## config.mk

```make
export PLATFORM = sky130hd
export DESIGN_NAME = clk_div_sequencer_flat
export DESIGN_NICKNAME = d
export VERILOG_FILES = /design/src/rtl/clk_div_sequencer_if.sv /design/src/rtl/clk_div_sequencer.sv /design/src/flat_wrapper.sv
export SDC_FILE = /design/constraint.sdc
export NUM_CORES = 1
export LEC_CHECK = 0
export ABC_AREA = 1
export BUFFER_PORTS_ARGS = -buffer_cell sky130_fd_sc_hd__buf_2
export CAP_MARGIN = 20
export CORE_MARGIN = 3
export CORE_UTILIZATION = 57
export CTS_CLUSTER_SIZE = 30
export DETAILED_ROUTE_END_ITERATION = 10
export GPL_ROUTABILITY_DRIVEN = 0
export PLACE_DENSITY = 0.91
export SYNTH_ARGS = -nofsm -noshare
export SYNTH_HDL_FRONTEND = slang
export SYNTH_SLANG_ARGS = --single-unit
```

## constraint.sdc

```tcl
create_clock -name src_clk -period 5.8 [get_ports src_clk]
set_clock_uncertainty 0.15 [all_clocks]
set_input_delay 0.58 -clock src_clk [delete_from_list [all_inputs] [get_ports src_clk]]
set_output_delay 0.58 -clock src_clk [all_outputs]
set_load 0.02 [all_outputs]
```

## src/rtl/clk_div_sequencer_if.sv

```systemverilog
// Bundle for clk_div_sequencer: requester handshake plus divided-clock outputs.
// The clamped flag exists only when CLK_DIV_SEQ_CLAMP_EN is defined.
interface clk_div_sequencer_if #(
  parameter int unsigned NUM_REQ = 4,
  parameter int unsigned DIV_W   = 33
);
  logic                     run;
  logic [NUM_REQ-1:0]       req;
  logic [NUM_REQ*DIV_W-1:0] req_div;
  logic [NUM_REQ-1:0]       ack;
  logic                     busy;
  logic [DIV_W-1:0]         cur_div;
  logic                     upd_done;
  logic                     clock_out;
`ifdef CLK_DIV_SEQ_CLAMP_EN
  logic                     clamped;

  modport master (
    output run, req, req_div,
    input  ack, busy, cur_div, upd_done, clock_out, clamped
  );
  modport slave (
    input  run, req, req_div,
    output ack, busy, cur_div, upd_done, clock_out, clamped
  );
`else
  modport master (
    output run, req, req_div,
    input  ack, busy, cur_div, upd_done, clock_out
  );
  modport slave (
    input  run, req, req_div,
    output ack, busy, cur_div, upd_done, clock_out
  );
`endif
endinterface

```

## src/rtl/clk_div_sequencer.sv

```systemverilog
// Divided-clock generator whose divisor is shared by round-robin requesters and
// swapped only at full-period boundaries. Optional floor clamp: CLK_DIV_SEQ_CLAMP_EN.
module clk_div_sequencer #(
  parameter int unsigned      NUM_REQ     = 4,
  parameter int unsigned      DIV_W       = 33,
  parameter logic [DIV_W-1:0] DEFAULT_DIV = DIV_W'(3),
  parameter logic [DIV_W-1:0] MIN_DIV     = DIV_W'(1)
) (
  input logic                 src_clk,
  input logic                 reset,
  clk_div_sequencer_if.slave  bus
);

  localparam int unsigned IdxW = (NUM_REQ > 1) ? $clog2(NUM_REQ) : 1;
  typedef logic [IdxW-1:0] idx_t;

`ifdef CLK_DIV_SEQ_CLAMP_EN
  localparam logic [DIV_W-1:0] ResetDiv = (DEFAULT_DIV < MIN_DIV) ? MIN_DIV : DEFAULT_DIV;
`else
  localparam logic [DIV_W-1:0] ResetDiv = DEFAULT_DIV;
  logic unused_min_div;
  assign unused_min_div = ^MIN_DIV;
`endif

  typedef enum logic [0:0] {StIdle, StWaitEdge} state_e;

  state_e             state_q;
  logic [DIV_W-1:0]   counter_q;
  logic               clock_q;
  logic [DIV_W-1:0]   cur_div_q;
  logic [DIV_W-1:0]   pending_q;
  idx_t               ptr_q;
  logic [NUM_REQ-1:0] ack_q;
  logic               busy_q;
  logic               upd_q;

  logic               tc;
  logic               apply;
  logic               grant_valid;
  idx_t               grant_idx;
  int unsigned        best_dist;
  logic [DIV_W-1:0]   div_sel;
  logic [DIV_W-1:0]   lat_div;

  // Distance of requester j from the slot after the pointer, modulo NUM_REQ.
  function automatic int unsigned rr_dist(int unsigned j, idx_t p);
    return (j + NUM_REQ - 32'(p) - 1) % NUM_REQ;
  endfunction

  assign tc    = (counter_q == cur_div_q);
  assign apply = !bus.run || (tc && clock_q);

  always_comb begin
    grant_valid = 1'b0;
    grant_idx   = ptr_q;
    best_dist   = '0;
    for (int unsigned j = 0; j < NUM_REQ; j++) begin
      if (bus.req[j] && (!grant_valid || rr_dist(j, ptr_q) < best_dist)) begin
        grant_valid = 1'b1;
        grant_idx   = idx_t'(j);
        best_dist   = rr_dist(j, ptr_q);
      end
    end
  end

  always_comb begin
    div_sel = '0;
    for (int unsigned j = 0; j < NUM_REQ; j++) begin
      if (idx_t'(j) == grant_idx) div_sel = bus.req_div[j*DIV_W +: DIV_W];
    end
  end

`ifdef CLK_DIV_SEQ_CLAMP_EN
  logic need_clamp;
  logic clamped_q;
  assign need_clamp  = (div_sel < MIN_DIV);
  assign lat_div     = need_clamp ? MIN_DIV : div_sel;
  assign bus.clamped = clamped_q;

  always_ff @(posedge src_clk or negedge reset) begin
    if (!reset) begin
      clamped_q <= 1'b0;
    end else begin
      clamped_q <= (state_q == StIdle) && grant_valid && need_clamp;
    end
  end
`else
  assign lat_div = div_sel;
`endif

  always_ff @(posedge src_clk or negedge reset) begin
    if (!reset) begin
      state_q   <= StIdle;
      counter_q <= '0;
      clock_q   <= 1'b0;
      cur_div_q <= ResetDiv;
      pending_q <= '0;
      ptr_q     <= idx_t'(NUM_REQ - 1);
      ack_q     <= '0;
      busy_q    <= 1'b0;
      upd_q     <= 1'b0;
    end else begin
      ack_q <= '0;
      upd_q <= 1'b0;

      if (!bus.run) begin
        counter_q <= '0;
        clock_q   <= 1'b0;
      end else if (tc) begin
        counter_q <= '0;
        clock_q   <= ~clock_q;
      end else begin
        counter_q <= counter_q + DIV_W'(1);
      end

      case (state_q)
        StIdle: begin
          if (grant_valid) begin
            pending_q        <= lat_div;
            ptr_q            <= grant_idx;
            ack_q[grant_idx] <= 1'b1;
            busy_q           <= 1'b1;
            state_q          <= StWaitEdge;
          end
        end
        StWaitEdge: begin
          // Apply lands where the high phase ends, so the new divisor starts a low phase.
          if (apply) begin
            cur_div_q <= pending_q;
            counter_q <= '0;
            busy_q    <= 1'b0;
            upd_q     <= 1'b1;
            state_q   <= StIdle;
          end
        end
        default: state_q <= StIdle;
      endcase
    end
  end

  assign bus.ack       = ack_q;
  assign bus.busy      = busy_q;
  assign bus.cur_div   = cur_div_q;
  assign bus.upd_done  = upd_q;
  assign bus.clock_out = clock_q;

endmodule
```

## src/flat_wrapper.sv

```systemverilog
// flat-port wrapper written by rule: the top's interface ports become plain ports
module clk_div_sequencer_flat 
#(
  parameter int unsigned      NUM_REQ     = 4,
  parameter int unsigned      DIV_W       = 33,
  parameter logic [DIV_W-1:0] DEFAULT_DIV = DIV_W'(3),
  parameter logic [DIV_W-1:0] MIN_DIV     = DIV_W'(1)
)
  (src_clk, reset, bus_run, bus_req, bus_req_div, bus_ack, bus_busy, bus_cur_div, bus_upd_done, bus_clock_out);
  clk_div_sequencer_if #(.NUM_REQ(NUM_REQ), .DIV_W(DIV_W)) bus_i ();
  input logic src_clk;
  input logic reset;
  input wire logic [$bits(bus_i.run)-1:0] bus_run;
  input wire logic [$bits(bus_i.req)-1:0] bus_req;
  input wire logic [$bits(bus_i.req_div)-1:0] bus_req_div;
  output wire logic [$bits(bus_i.ack)-1:0] bus_ack;
  output wire logic [$bits(bus_i.busy)-1:0] bus_busy;
  output wire logic [$bits(bus_i.cur_div)-1:0] bus_cur_div;
  output wire logic [$bits(bus_i.upd_done)-1:0] bus_upd_done;
  output wire logic [$bits(bus_i.clock_out)-1:0] bus_clock_out;
  assign bus_i.run = bus_run;
  assign bus_i.req = bus_req;
  assign bus_i.req_div = bus_req_div;
  assign bus_ack = bus_i.ack;
  assign bus_busy = bus_i.busy;
  assign bus_cur_div = bus_i.cur_div;
  assign bus_upd_done = bus_i.upd_done;
  assign bus_clock_out = bus_i.clock_out;
  clk_div_sequencer #(.NUM_REQ(NUM_REQ), .DIV_W(DIV_W), .DEFAULT_DIV(DEFAULT_DIV), .MIN_DIV(MIN_DIV)) u_core (.src_clk(src_clk), .reset(reset), .bus(bus_i));
endmodule
```

Yosys cells after proc, flatten, opt, wreduce, memory -nomap -nowiden

Index checks and enable logic that the tools add are counted.

Register bits after elaboration: 109
Input port bits: 139
Word-level logic and storage cells: 82
Output and inout port bits: 40

Bitwise logic cells: 2
Reduce and logical (&&, ||, !) cells: 17
Magnitude comparators: 5
Add/sub/neg operators: 9
Muxes and demuxes: 33
Equality and inequality tests: 7

Operators by type and width:

| kind                  | number |
|---|---|
| $mux 33               | 8 |
| $lt 2x32->1           | 2 |
| $mux 32               | 2 |
| $add 33x1->33 const B | 1 |
| $eq 33x33->1          | 1 |
| $mux 1                | 13 |
| $mux 2                | 5 |
| $mux 4                | 2 |
| $sub 2x1->2 const B   | 4 |
| $reduce_and 2->1      | 3 |
| $logic_and 1x1->1     | 5 |
| $eq 2x2->1 const A    | 2 |
| $logic_not 1->1       | 4 |
| $logic_or 1x1->1      | 4 |
| $ne 2x1->1 const B    | 2 |
| $pmux 1 s2            | 2 |
| $sub 1x2->2 const A   | 2 |
| $sub 2x2->2 const A   | 2 |
| $lt 2x3->1 const B    | 1 |
| $demux 1 s2           | 1 |
| $eq 1x2->1 const A    | 1 |
| $ge 2x1->1 const B    | 1 |
| $logic_not 2->1       | 1 |
| $lt 2x2->1            | 1 |
| 2 further kinds       | 3 |

Logic depth before layout (Yosys ltp)

Word-level depth: 21
Gate-level depth with buffers: 27
Mapped depth without buffers: 26

Worst setup path before layout

Ideal clock, no wire load.

Path kind: reg-to-reg
Start point: reg u_core.ptr_q[1]
End point: reg u_core.pending_q[10]
Setup time: 0.117 ns
Data arrival time: 3.108 ns
Required time: 5.533 ns
Path buffers: 2
Setup slack: 2.426 ns
Cell stages (with the launch flop): 26
Clock period less this slack: 3.374 ns
Cell sequence: dfstp_2 xor2_1 ha_1 nand2_1 nand2_1 nand2_1 nand2_1 o21ai_0 ha_1 nand2_1 nand2_1 nand2_1 nand2_2 nand2_1 o21ai_0 ha_1 nand2_1 nand2_1 nand2_2 nand2_4 buf_6 buf_6 nand4_1 nand3_1 nand2_1 nand2_1

Cells in the longest elaborated chain, start to end: 20
Elaborated cells between the ends (all ways): 38
Classes of those cells: add/sub (8); order compare (3); eq/ne (3); mux (14); reduce/logical (10)

Ends and longest elaborated chain:

| item                                           | line                     | text |
|---|---|---|
| start, declared                                | clk_div_sequencer.sv:32  | `idx_t ptr_q;` |
| start signal, assigned                         | clk_div_sequencer.sv:98  | `ptr_q <= idx_t'(NUM_REQ - 1);` |
| start signal, assigned                         | clk_div_sequencer.sv:120 | `ptr_q <= grant_idx;` |
| $sub 1x2->2                                    | clk_div_sequencer.sv:47  | `return (j + NUM_REQ - 32'(p) - 1) % NUM_REQ;` |
| $sub 2x1->2                                    | clk_div_sequencer.sv:47  |  |
| $mux 2                                         | clk_div_sequencer.sv:58  | `if (bus.req[j] && (!grant_valid \|\| rr_dist(j, ptr_q) < best_dist)) begin` |
| $lt 2x2->1                                     | clk_div_sequencer.sv:58  |  |
| $logic_or 1x1->1                               | clk_div_sequencer.sv:58  |  |
| $logic_and 1x1->1                              | clk_div_sequencer.sv:58  |  |
| $mux 32 or $mux 1 (tied branches)              | clk_div_sequencer.sv:58  |  |
| $lt 2x32->1 or $logic_not 1->1 (tied branches) | clk_div_sequencer.sv:58  |  |
| $logic_or 1x1->1                               | clk_div_sequencer.sv:58  |  |
| $logic_and 1x1->1                              | clk_div_sequencer.sv:58  |  |
| $mux 32 or $mux 1 (tied branches)              | clk_div_sequencer.sv:58  |  |
| $lt 2x32->1 or $logic_not 1->1 (tied branches) | clk_div_sequencer.sv:58  |  |
| $logic_or 1x1->1                               | clk_div_sequencer.sv:58  |  |
| $logic_and 1x1->1                              | clk_div_sequencer.sv:58  |  |
| $mux 2                                         | clk_div_sequencer.sv:58  |  |
| $logic_not 2->1                                | clk_div_sequencer.sv:69  | `if (idx_t'(j) == grant_idx) div_sel = bus.req_div[j*DIV_W +: DIV_W];` |
| $mux 33 (4 in a row)                           | clk_div_sequencer.sv:69  |  |
| end signal, assigned                           | clk_div_sequencer.sv:119 | `pending_q <= lat_div;` |
| end, declared                                  | clk_div_sequencer.sv:31  | `logic [DIV_W-1:0] pending_q;` |

Parallel ways exist; a longest one is shown, timed or not.
A chain may end at the register's enable or synchronous reset.

Final worst setup path

Same ends and word-level chain as after synthesis.

==> results.md <==
- Outcome: finished, final reports clean
- Global-route met2 utilization: 43.6%
- Async SR Flop Fraction: 100%
- Cell Area, Placed: 7210 sq um
- Routed len/inst: 15.8 microns
- Initial DRC count: 536
- CTS tree: done
- Cells after Synth: 822
- Num CTS Buffers: 9
- Primary FF master, synth: dfrtp_1
- Final period utilization: 79.0%
- Syn Area/Cell: 7.77 sq um
- Via-per-instance ratio: 5.70
- Row cnt: 38
- Post-synth EDFFs: 0
- CP peak stage delay: 0.57 ns
- Yosys top cell area share: 41.2%
- Sequential cell area: 2730 sq um
- Least-Margin Pin Slew: 0.865 ns
- Clock Tree Root: clkbuf_8
- Total Nets Final: 1112
- Antenna violations before repair: 0
- Post_cts resized: 0
- Final Max Slew Viols: 0
- Clk pin slew, worst setup/hold paths: 0.10 ns
- Die Y: 112 microns
- Setup Total Neg Slack: 0 ns
- Worst EP required: 5.90 ns
- Inserted Diodes: 0
- Grt ovf: 0
- Core Area: 10900 sq um
- PortBufs: 178
- Netlist cell types: 41
- Clock buffer depth: 2
- Post-CTS Hold Fix Bufs: 0
- CTS H-tree depth: 3
- Worst vdd ir: 0.632 mV
- Multi-input logic area: 3090 sq um
- P_leak: 3.92 nW
- Fin crit period: 4.58 ns
- Seq cells post-synth: 109
- Fmax: 218 MHz
- Vias: 6341
- First-pass GRT wire length: 28.6 mm
- Final hold violations: 0
- RSZ-0062 raised after global routing: false
- DIE WIDTH: 112 microns
- Critical-path top delay cell: dfstp_2
- Final setup vio count: 0
- Fill cells: 868
- Share of layout cells above drive strength 1: 24.2%
- Full die area: 12500 sq um
- Largest area contributor in the netlist: dfrtp_1
- Worst path cell trace: xor2_1 -> ha_1 -> nand2_1 -> nand2_1 -> nand2_1 -> nand2_1 -> o21ai_0 -> ha_1 -> nand2_1 -> nand2_1 -> nand2_1 -> nand2_2 -> nand2_1 -> o21ai_0 -> ha_1 -> nand2_1 -> nand2_1 -> nand2_2 -> nand2_4 -> nand2_4 -> o21ai_0 -> nand3_1 -> nand2_1 -> nand2_1
- Post-synthesis sequential area ratio: 42.8%
- PD cells: 513 nW/um^2
- GR Util All Layers: 28.1%
- WP data arrival: 4.69 ns
- Fin util: 68.3%
- Dpl hpwl: 13.2 mm
- Setup CP Type: reg -> reg
- GRT busiest layer: met2
- Final Cell Area: 7440 sq um
- Place WS: 1.35 ns
- Crit path top cell by count: nand2_1
- Worst slew margin: 42.2%
- Vias in the first global route: 5940
- Largest net degree at the start of global routing: 71
- Grt met1 use: 38.6%
- Worst Hold Class: in -> async
- Starting Density: 58.6%
- CP Capture Type: flop
- Total wire length: 17.5 mm
- Post-route setup slack: 1.22 ns
- Max Cap Violations: 0
- CP Launch Type: flop
- Met3 global-route usage: 4.02%
- P&R area growth vs syn: 16.5%
- Yosys warning total: 0
- Syn Nets: 965
- Post-route ant nets: 0
- Clk_lat worst skew: 0.37 ns
- DRT Pass-1 Iters: 6
- Top post-synthesis cells by area: dfrtp_1 (41%), nand2_1 (14%), nand4_1 (7.2%), xor2_1 (5.5%), inv_1 (3.9%)
- DRC: 0
- TritonCTS Sinks: 109
- Mapped cell area: 6380 sq um
- Worst-path maximum fanout: 70
- Total power draw: 3.81 mW
- Top Ports: 179
- Setup bufs post-CTS: 0
[metal layers]
layer	wire length (microns)	vias up
met5	0	-
met4	873	0
met3	1450	75
met2	7990	381
met1	7220	2873
li1	-	3012
[state kept, by name (all words and copies together) (netlist names)]
signal and cells:
u_core.counter_q 33, u_core.bus.upd_done 1, u_core.ptr_q 2, u_core.bus.busy 1, u_core.bus.cur_div 33, u_core.pending_q 33
u_core.bus.clock_out 1, u_core.state_q 1, u_core.bus.ack 4
[cell usage in the layout, fill, tap and decap left out, types with 3 or more instances in the layout]
| cell type | count |
|---|---|
| nand2_1 | 241 |
| buf_2 | 177 |
| dfrtp_1 | 105 |
| nand4_1 | 73 |
| inv_1 | 67 |
| nor2_1 | 44 |
| xor2_1 | 40 |
| nand3_1 | 40 |
| a21oi_1 | 38 |
| o21ai_1 | 23 |
| o21ai_0 | 18 |
| nor3_1 | 13 |
| nor4_1 | 11 |
| clkbuf_8 | 9 |
| nand2_2 | 8 |
| xnor2_1 | 8 |
| nor2_2 | 5 |
| nor3b_1 | 5 |
| nor3_2 | 4 |
| ha_1 | 4 |
| buf_4 | 4 |
| dfstp_2 | 4 |
| nand2_4 | 3 |
| inv_2 | 3 |
| bufinv_16 | 3 |
[logic make-up (layout without fill, tap and decap cells)]
family                     Yosys count  in the layout  synth area share (%)
buffers and inverters              118            269                  8.90
xor gates and xnor gates            48             48                  6.59
and+or+nand+nor                    456            456                  33.5
DFF                                109            109                  42.8
adders and majority gates            4              4                 0.784
AOI/OAI and AO/OA                   87             87                  7.41
[cell type report]
cell class,instances,area share (%)
Inverter,72,3.65
Tap cell,140,2.36
Clock buffer,11,1.77
Sequential cell,109,36.7
Multi-Input combinational cell,595,41.5
Timing Repair Buffer,182,12.7
Clock inverter,4,1.31
[worst max-delay path, delay by kind of cell (launching register included)]
kind / cells / cell delay, ns
and+or+nand+nor: 17 / 1.95
xor gates and xnor gates: 1 / 0.25
adders and majority gates: 3 / 0.83
AOI/OAI and AO/OA: 3 / 0.68
DFF: 1 / 0.57
[cell usage after synthesis, types with 12 or more instances]
master    count
a21oi_1      38
buf_2        17
clkbuf_1     12
dfrtp_1     105
inv_1        67
nand2_1     242
nand3_1      40
nand4_1      73
nor2_1       44
nor3_1       13
o21ai_0      19
o21ai_1      22
xor2_1       40
[final timing paths]
| check | from | endpoint | slack [ns] | cells after the start |
|---|---|---|---|---|
| min in group src_clk | u_core.pending_q[0] | u_core.bus.cur_div[0] | 0.32 | 2 |
| setup reg to reg | u_core.ptr_q[1] | u_core.pending_q[10] | 1.22 | 24 |
| max in group asynchronous | reset | u_core.counter_q[11] | 4.22 | 2 |
| hold / removal | reset | u_core.pending_q[5] | 0.08 | 1 |
| hold reg to reg | u_core.pending_q[0] | u_core.bus.cur_div[0] | 0.32 | 2 |
| setup / recovery | u_core.ptr_q[1] | u_core.pending_q[10] | 1.22 | 24 |
[per-stage QoR]
| stage | cells | hold slack [ns] |
|---|---|---|
| after floorplan | 822 | 0.134 |
| after global placement | 1097 | 0.298 |
| after detailed placement | 1098 | 0.307 |
| after CTS | 1113 | 0.0842 |
| after global routing | 1113 | 0.124 |
| final | 1113 | 0.0756 |
[power breakdown]
part	internal, mW	switching [mW]
clock network	0.285	0.248
registers	1.02	0.224
logic	0.643	1.39
total	1.95	1.86
No activity file was read; power rests on OpenSTA's default activity.
